<file path="src/rtl/pos_seq_pkg.sv">
// Shared types and constants for the position-calculator sequencer.
// Holds the FSM state encoding, the pos_err codes and the default field widths.
package pos_seq_pkg;

    localparam int DW_DEF = 4;
    localparam int PW_DEF = 16;

    typedef enum logic [2:0] {
        IDLE   = 3'd0,
        CHECK  = 3'd1,
        LAUNCH = 3'd2,
        WAIT   = 3'd3,
        RESULT = 3'd4
    } state_t;

    localparam logic [1:0] ERR_OK      = 2'b00;
    localparam logic [1:0] ERR_DEGEN   = 2'b01;
    localparam logic [1:0] ERR_TIMEOUT = 2'b10;

endpackage

</file>
<file path="src/rtl/sync_rise.sv">
// Two-flop synchroniser for an asynchronous level, plus a one-cycle pulse
// on each synchronised low-to-high transition.
module sync_rise (
    input  logic clk,
    input  logic rst_n,
    input  logic async_in,
    output logic rise_pulse
);

    // sync_r[0] may go metastable, sync_r[1] is the clean level, sync_r[2] its previous value
    logic [2:0] sync_r;

    // Shift the asynchronous level through the synchroniser chain
    always_ff @(posedge clk or negedge rst_n) begin
        if (!rst_n) begin
            sync_r <= 3'b000;
        end else begin
            sync_r <= {sync_r[1:0], async_in};
        end
    end

    assign rise_pulse = sync_r[1] & ~sync_r[2];

endmodule

</file>
<file path="src/rtl/pos_calc_sequencer.sv">
// Control FSM for the acoustic position core: accepts a delay triplet, rejects
// degenerate geometry, launches the core and hands its result downstream.
// Optional feature macro: POS_SEQ_TIMEOUT_EN (completion timeout in WAIT).
module pos_calc_sequencer
    import pos_seq_pkg::*;
#(
    parameter int DW      = DW_DEF,
    parameter int PW      = PW_DEF,
    parameter int START_W = 2,
    parameter int TIMEOUT = 255
) (
    input  logic          clk,
    input  logic          rst_n,
    input  logic          dly_valid,
    output logic          dly_ready,
    input  logic [DW-1:0] dly12,
    input  logic [DW-1:0] dly13,
    input  logic [DW-1:0] dly14,
    output logic          core_ena,
    output logic [DW-1:0] core_d12,
    output logic [DW-1:0] core_d13,
    output logic [DW-1:0] core_d14,
    input  logic          core_end,
    input  logic [PW-1:0] core_x,
    input  logic [PW-1:0] core_y,
    input  logic [PW-1:0] core_z,
    output logic          pos_valid,
    input  logic          pos_ready,
    output logic [PW-1:0] pos_x,
    output logic [PW-1:0] pos_y,
    output logic [PW-1:0] pos_z,
    output logic [1:0]    pos_err,
    output logic          busy
);

    localparam int LW = (START_W > 1) ? $clog2(START_W) : 1;

    if (START_W < 1 || TIMEOUT < 4) begin : g_bad_param
        $error("pos_calc_sequencer: START_W must be >= 1 and TIMEOUT >= 4");
    end

    // d12 + d14 is formed one bit wider so a carry can never alias onto d13
    function automatic logic is_degenerate(input logic [DW-1:0] d12_v,
                                           input logic [DW-1:0] d13_v,
                                           input logic [DW-1:0] d14_v);
        logic [DW:0] sum_v;
        logic        all_zero_v;
        sum_v      = {1'b0, d12_v} + {1'b0, d14_v};
        all_zero_v = (d12_v == {DW{1'b0}}) && (d13_v == {DW{1'b0}}) && (d14_v == {DW{1'b0}});
        return (sum_v == {1'b0, d13_v}) || all_zero_v;
    endfunction

    state_t        state_r;
    state_t        state_s;
    logic          dly_ready_r;
    logic          core_ena_r;
    logic          pos_valid_r;
    logic          busy_r;
    logic [DW-1:0] core_d12_r;
    logic [DW-1:0] core_d13_r;
    logic [DW-1:0] core_d14_r;
    logic [PW-1:0] pos_x_r;
    logic [PW-1:0] pos_y_r;
    logic [PW-1:0] pos_z_r;
    logic [1:0]    pos_err_r;
    logic [LW-1:0] launch_cnt_r;
    logic          accept_s;
    logic          degen_s;
    logic          launch_done_s;
    logic          rise_s;
    logic          timeout_s;

    sync_rise u_end_sync (
        .clk        (clk),
        .rst_n      (rst_n),
        .async_in   (core_end),
        .rise_pulse (rise_s)
    );

    assign accept_s      = (state_r == IDLE) && dly_valid && dly_ready_r;
    assign degen_s       = is_degenerate(core_d12_r, core_d13_r, core_d14_r);
    assign launch_done_s = (launch_cnt_r == LW'(START_W - 1));

    // Count cycles spent in LAUNCH so core_ena lasts exactly START_W cycles
    always_ff @(posedge clk or negedge rst_n) begin
        if (!rst_n) begin
            launch_cnt_r <= {LW{1'b0}};
        end else if (state_r != LAUNCH) begin
            launch_cnt_r <= {LW{1'b0}};
        end else begin
            launch_cnt_r <= launch_cnt_r + LW'(1);
        end
    end

`ifdef POS_SEQ_TIMEOUT_EN
    localparam int TW = $clog2(TIMEOUT + 1);

    logic [TW-1:0] wait_cnt_r;

    // Wait counter is held at zero outside WAIT, so it starts from zero on entry
    always_ff @(posedge clk or negedge rst_n) begin
        if (!rst_n) begin
            wait_cnt_r <= {TW{1'b0}};
        end else if (state_r != WAIT) begin
            wait_cnt_r <= {TW{1'b0}};
        end else begin
            wait_cnt_r <= wait_cnt_r + TW'(1);
        end
    end

    // Fires as the count steps onto TIMEOUT, so RESULT is reached TIMEOUT cycles after entry
    assign timeout_s = (state_r == WAIT) && (wait_cnt_r == TW'(TIMEOUT - 1));
`else
    assign timeout_s = 1'b0;
`endif

    // FSM state register
    always_ff @(posedge clk or negedge rst_n) begin
        if (!rst_n) begin
            state_r <= IDLE;
        end else begin
            state_r <= state_s;
        end
    end

    // Next-state logic; completion is tested before timeout so it wins a tie
    always_comb begin
        state_s = state_r;
        case (state_r)
            IDLE: begin
                if (accept_s) state_s = CHECK;
                else          state_s = IDLE;
            end
            CHECK: begin
                if (degen_s) state_s = RESULT;
                else         state_s = LAUNCH;
            end
            LAUNCH: begin
                if (launch_done_s) state_s = WAIT;
                else               state_s = LAUNCH;
            end
            WAIT: begin
                if (rise_s)         state_s = RESULT;
                else if (timeout_s) state_s = RESULT;
                else                state_s = WAIT;
            end
            RESULT: begin
                if (pos_valid_r && pos_ready) state_s = IDLE;
                else                          state_s = RESULT;
            end
            default: state_s = IDLE;
        endcase
    end

    // Status and handshake outputs, registered from the next state
    always_ff @(posedge clk or negedge rst_n) begin
        if (!rst_n) begin
            dly_ready_r <= 1'b0;
            core_ena_r  <= 1'b0;
            pos_valid_r <= 1'b0;
            busy_r      <= 1'b0;
        end else begin
            dly_ready_r <= (state_s == IDLE);
            core_ena_r  <= (state_s == LAUNCH);
            pos_valid_r <= (state_s == RESULT);
            busy_r      <= (state_s != IDLE);
        end
    end

    // Delays are captured on accept and held for the core until the next accept
    always_ff @(posedge clk or negedge rst_n) begin
        if (!rst_n) begin
            core_d12_r <= {DW{1'b0}};
            core_d13_r <= {DW{1'b0}};
            core_d14_r <= {DW{1'b0}};
        end else if (accept_s) begin
            core_d12_r <= dly12;
            core_d13_r <= dly13;
            core_d14_r <= dly14;
        end
    end

    // Result capture: core values on completion, zeros with an error code otherwise
    always_ff @(posedge clk or negedge rst_n) begin
        if (!rst_n) begin
            pos_x_r   <= {PW{1'b0}};
            pos_y_r   <= {PW{1'b0}};
            pos_z_r   <= {PW{1'b0}};
            pos_err_r <= ERR_OK;
        end else if (state_r == CHECK && degen_s) begin
            pos_x_r   <= {PW{1'b0}};
            pos_y_r   <= {PW{1'b0}};
            pos_z_r   <= {PW{1'b0}};
            pos_err_r <= ERR_DEGEN;
        end else if (state_r == WAIT && rise_s) begin
            pos_x_r   <= core_x;
            pos_y_r   <= core_y;
            pos_z_r   <= core_z;
            pos_err_r <= ERR_OK;
        end else if (state_r == WAIT && timeout_s) begin
            pos_x_r   <= {PW{1'b0}};
            pos_y_r   <= {PW{1'b0}};
            pos_z_r   <= {PW{1'b0}};
            pos_err_r <= ERR_TIMEOUT;
        end
    end

    assign dly_ready = dly_ready_r;
    assign core_ena  = core_ena_r;
    assign core_d12  = core_d12_r;
    assign core_d13  = core_d13_r;
    assign core_d14  = core_d14_r;
    assign pos_valid = pos_valid_r;
    assign pos_x     = pos_x_r;
    assign pos_y     = pos_y_r;
    assign pos_z     = pos_z_r;
    assign pos_err   = pos_err_r;
    assign busy      = busy_r;

endmodule

</file>
<file path="config.mk">
export PLATFORM = sky130hd
export DESIGN_NAME = pos_calc_sequencer
export DESIGN_NICKNAME = d
export VERILOG_FILES = /design/src/rtl/pos_seq_pkg.sv /design/src/rtl/sync_rise.sv /design/src/rtl/pos_calc_sequencer.sv
export SDC_FILE = /design/constraint.sdc
export NUM_CORES = 1
export LEC_CHECK = 0
export CAP_MARGIN = 30
export CORE_ASPECT_RATIO = 0.5
export CORE_UTILIZATION = 46
export DETAILED_ROUTE_END_ITERATION = 12
export PLACE_DENSITY = 0.93
export SKIP_CTS_REPAIR_TIMING = 1
export SLEW_MARGIN = 20
export SYNTH_ARGS = -nofsm -noshare
export SYNTH_HDL_FRONTEND = slang
export SYNTH_SLANG_ARGS = --single-unit
</file>
<file path="constraint.sdc">
create_clock -name clk -period 3.6 [get_ports clk]
set_clock_uncertainty 0.2 [all_clocks]
set_input_delay 0.36 -clock clk [delete_from_list [all_inputs] [get_ports clk]]
set_output_delay 0.36 -clock clk [all_outputs]
set_load 0.005 [all_outputs]
</file>
==> flow_metrics.tcl <==
set metrics [dict create \
    maxSlewHeadroom_pct 46.9 \
    power_frac_seq_pct 36.0 \
    crit_required_ns 3.58 \
    hold_viol 0 \
    dieWidth_um 118 \
    start_util_pct 49.4 \
    synth_cell_types 37 \
    p_int_mw 2.74 \
    grt_antenna_before_repair 0 \
    cp_slowest_cell "buf_4" \
    core-area_um2 6280 \
    path_cells "ha_1 > fa_1 > xor2_1 > nor3_1 > nand2_1 > a211oi_4 > buf_4 > nor3_1" \
    finalCritPeriodShare_pct 78.5 \
    cts_root_buf "clkbuf_16" \
    die_area_um2 7100 \
    area_growth_pct 54.9 \
    netSwitchingFraction_pct 32.9 \
    finalNonFillerCells 470 \
    syn-num-nets 318 \
    status "complete, no violations" \
    ios 131 \
    yosysSeqAreaShare_pct 58.0 \
    via_per_inst 5.50 \
    clkPwrFrac_pct 22.3 \
    cpMostUsedCell "nor3_1" \
    drt-total-wl_mm 9.30 \
    final_cell_mix "clkdlybuf4s50_1, dfrtp_1, nor3_1, mux2i_1, mux2_2" \
    dp.cells 453 \
    clk_pin_slew_ns 0.06 \
    r2r_start "core_d12[0]" \
    max_freq_ghz 0.354 \
    syn_inst 248 \
    start_kind "register" \
    total_leakage_power_nw 2.38 \
    final_nets 447 \
    ctsHtreeMaxLevel 3 \
    power_switching_mw 1.35 \
    rsz0062_at_grt "no" \
    drt_pass1_iterations 4 \
    final_common_cell "clkdlybuf4s50_1" \
    endpoint_kind "register" \
    crit_start "core_d12[0]" \
    diodes 0 \
    portBuffers 129 \
    async_flop_share_pct 100 \
    synth_top_cell_by_area "dfrtp_1" \
    rows 20 \
    synth_flop_cell "dfrtp_1" \
    grt_pass1_wl_mm 14.8 \
    yosys-top-cells-area "dfrtp_1, mux2i_1, nor3_1, mux2_2, ha_1" \
    cellPowerDensity_nw_per_um2 849 \
    cap_viol_max_count 0 \
    num_vias 2587 \
    dp_hpwl_mm 5.76 \
    hp-class "register to register" \
    initialDrtViolationCount 218 \
    clk_latency_ns 0.33 \
    drcViolationCount 0 \
    combPwrFrac_pct 41.8 \
    synth_seq_cells 72 \
    synth_top_area_share_pct 58.0 \
    critPathMaxStageDelay_ns 0.48 \
    grt_start_max_net_pins 52 \
    fin_crit_ns 2.83 \
    place.gp.congestion 0.783 \
    drive_above_1_share_pct 9.95 \
    dieHeight_um 60.1 \
    hold_start "u_end_sync.sync_r[0]" \
    overflow 0 \
    ir_drop_mv 0.481 \
    clkSinkCount 72 \
    cts_buffers 9 \
    yosys_warnings 0 \
    syn_area_um2 3100 \
    tightest_slew_ns 0.793 \
    cp_data_arrival_time_ns 2.80 \
    synth-edff-count 0 \
    ant_nets 0 \
    cts_tree "built" \
    worst-path-buf-inv 1 \
    crit_family "adder cells" \
    critical_path_class "register to register" \
    maxSlewViolCount 0 \
    syn-mean-instance-area_um2 12.5 \
    tns_ns 0 \
    clockBufferDepth 2 \
    wire_per_inst_um 19.8 \
    grt.total_usage_pct 28.1 \
    first_global_vias 2791 \
    worst-path-max-fanout 51 \
    setup_viol 0 \
]
cells by family after synthesis:
| family | after synthesis | synth area share (%) |
|---|---|---|
| compound gates | 12 | 2.94 |
| xor+xnor | 4 | 1.13 |
| flops | 72 | 58.0 |
| other cells | 1 | 0.121 |
| mux | 60 | 19.8 |
| simple gates | 75 | 12.6 |
| fa+ha+maj | 5 | 2.26 |
| buf+inv | 19 | 3.06 |
metrics by stage:
step / setup slack (ns) / util, % / power [mW] / hold WS (ns) / cell area, um2
floorplan: 1.16 / - / 2.11 / -0.136 / 3100
global placement: 0.973 / 70.8 / 2.99 / 0.135 / 4450
detailed placement: 0.841 / 71.5 / 3.10 / 0.132 / 4490
CTS: 0.798 / 76.4 / 4.09 / -0.220 / 4800
global route: 0.626 / 76.6 / 4.30 / 0.151 / 4810
finish: 0.772 / 76.6 / 4.08 / 0.146 / 4810
power by group through the flow:
stage | clock network (mW) | logic [mW] | registers, mW
3_3_place_gp | 0 | 1.56 | 1.43
5_1_grt | 0.957 | 1.84 | 1.51
6_report | 0.910 | 1.71 | 1.47
3_5_place_dp | 0 | 1.65 | 1.45
4_1_cts | 0.917 | 1.71 | 1.46
2_1_floorplan | 0 | 0.686 | 1.43
synth_stat cells (2+ instances only):
cell type,instances
nor4_1,3
buf_2,7
nand3_1,2
inv_1,2
buf_4,2
mux2i_1,48
a21oi_1,2
xor2_1,3
clkbuf_1,4
a21o_1,2
o21ai_0,3
or4_1,2
nor2_1,4
nand2_1,5
buf_1,3
dfrtp_1,72
ha_1,4
nor3_1,50
mux2_2,12
layer usage:
layer | vias up | track usage, % | part of all wire, %
li1 | 1153 | - | -
met1 | 1301 | 31.4 | 39
met2 | 106 | 52.2 | 54
met3 | 27 | 7.35 | 4.7
met4 | 0 | 13.2 | 2.4
met5 | - | 0 | 0
flip-flops by register name, summed over array words and instances, names as in the netlist:
signal	flops
busy	1
core_d12	4
core_d13	4
core_d14	4
core_ena	1
dly_ready	1
launch_cnt_r	1
pos_err	1
pos_valid	1
pos_x	16
pos_y	16
pos_z	16
state_r	3
u_end_sync.sync_r	3
final cells by class:
cell class / count / area (um2)
clock buffers: 10 / 239
clock inverters: 6 / 67.6
fillers: 359 / 1470
inverters: 2 / 7.51
multi-input cells: 157 / 1220
flip-flops and latches: 72 / 1800
well taps: 88 / 110
repair buffers: 135 / 1370
worst reg2reg max path, delay by kind of cell (launching register included):
family                   cells  cell delay, ns
XOR/XNOR                     1            0.18
AND/OR/NAND/NOR              3            0.47
adder cells (fa/ha/maj)      2            0.70
AO/OA/AOI/OAI                1            0.22
flip-flops                   1            0.43
buffers and inverters        1            0.48
path summary, 6_finish.rpt:
path                            slack [ns]                   end  cells after the start
max in group asynchronous             2.01              pos_x[9]                      4
worst min-delay path                  0.15  u_end_sync.sync_r[1]                      0
worst max register to register        0.77             pos_y[15]                      8
worst max-delay path                  0.77             pos_y[15]                      8
min in group asynchronous             0.32           core_d13[2]                      2
worst min register to register        0.15  u_end_sync.sync_r[1]                      0
Power figures use the tool's default switching activity.
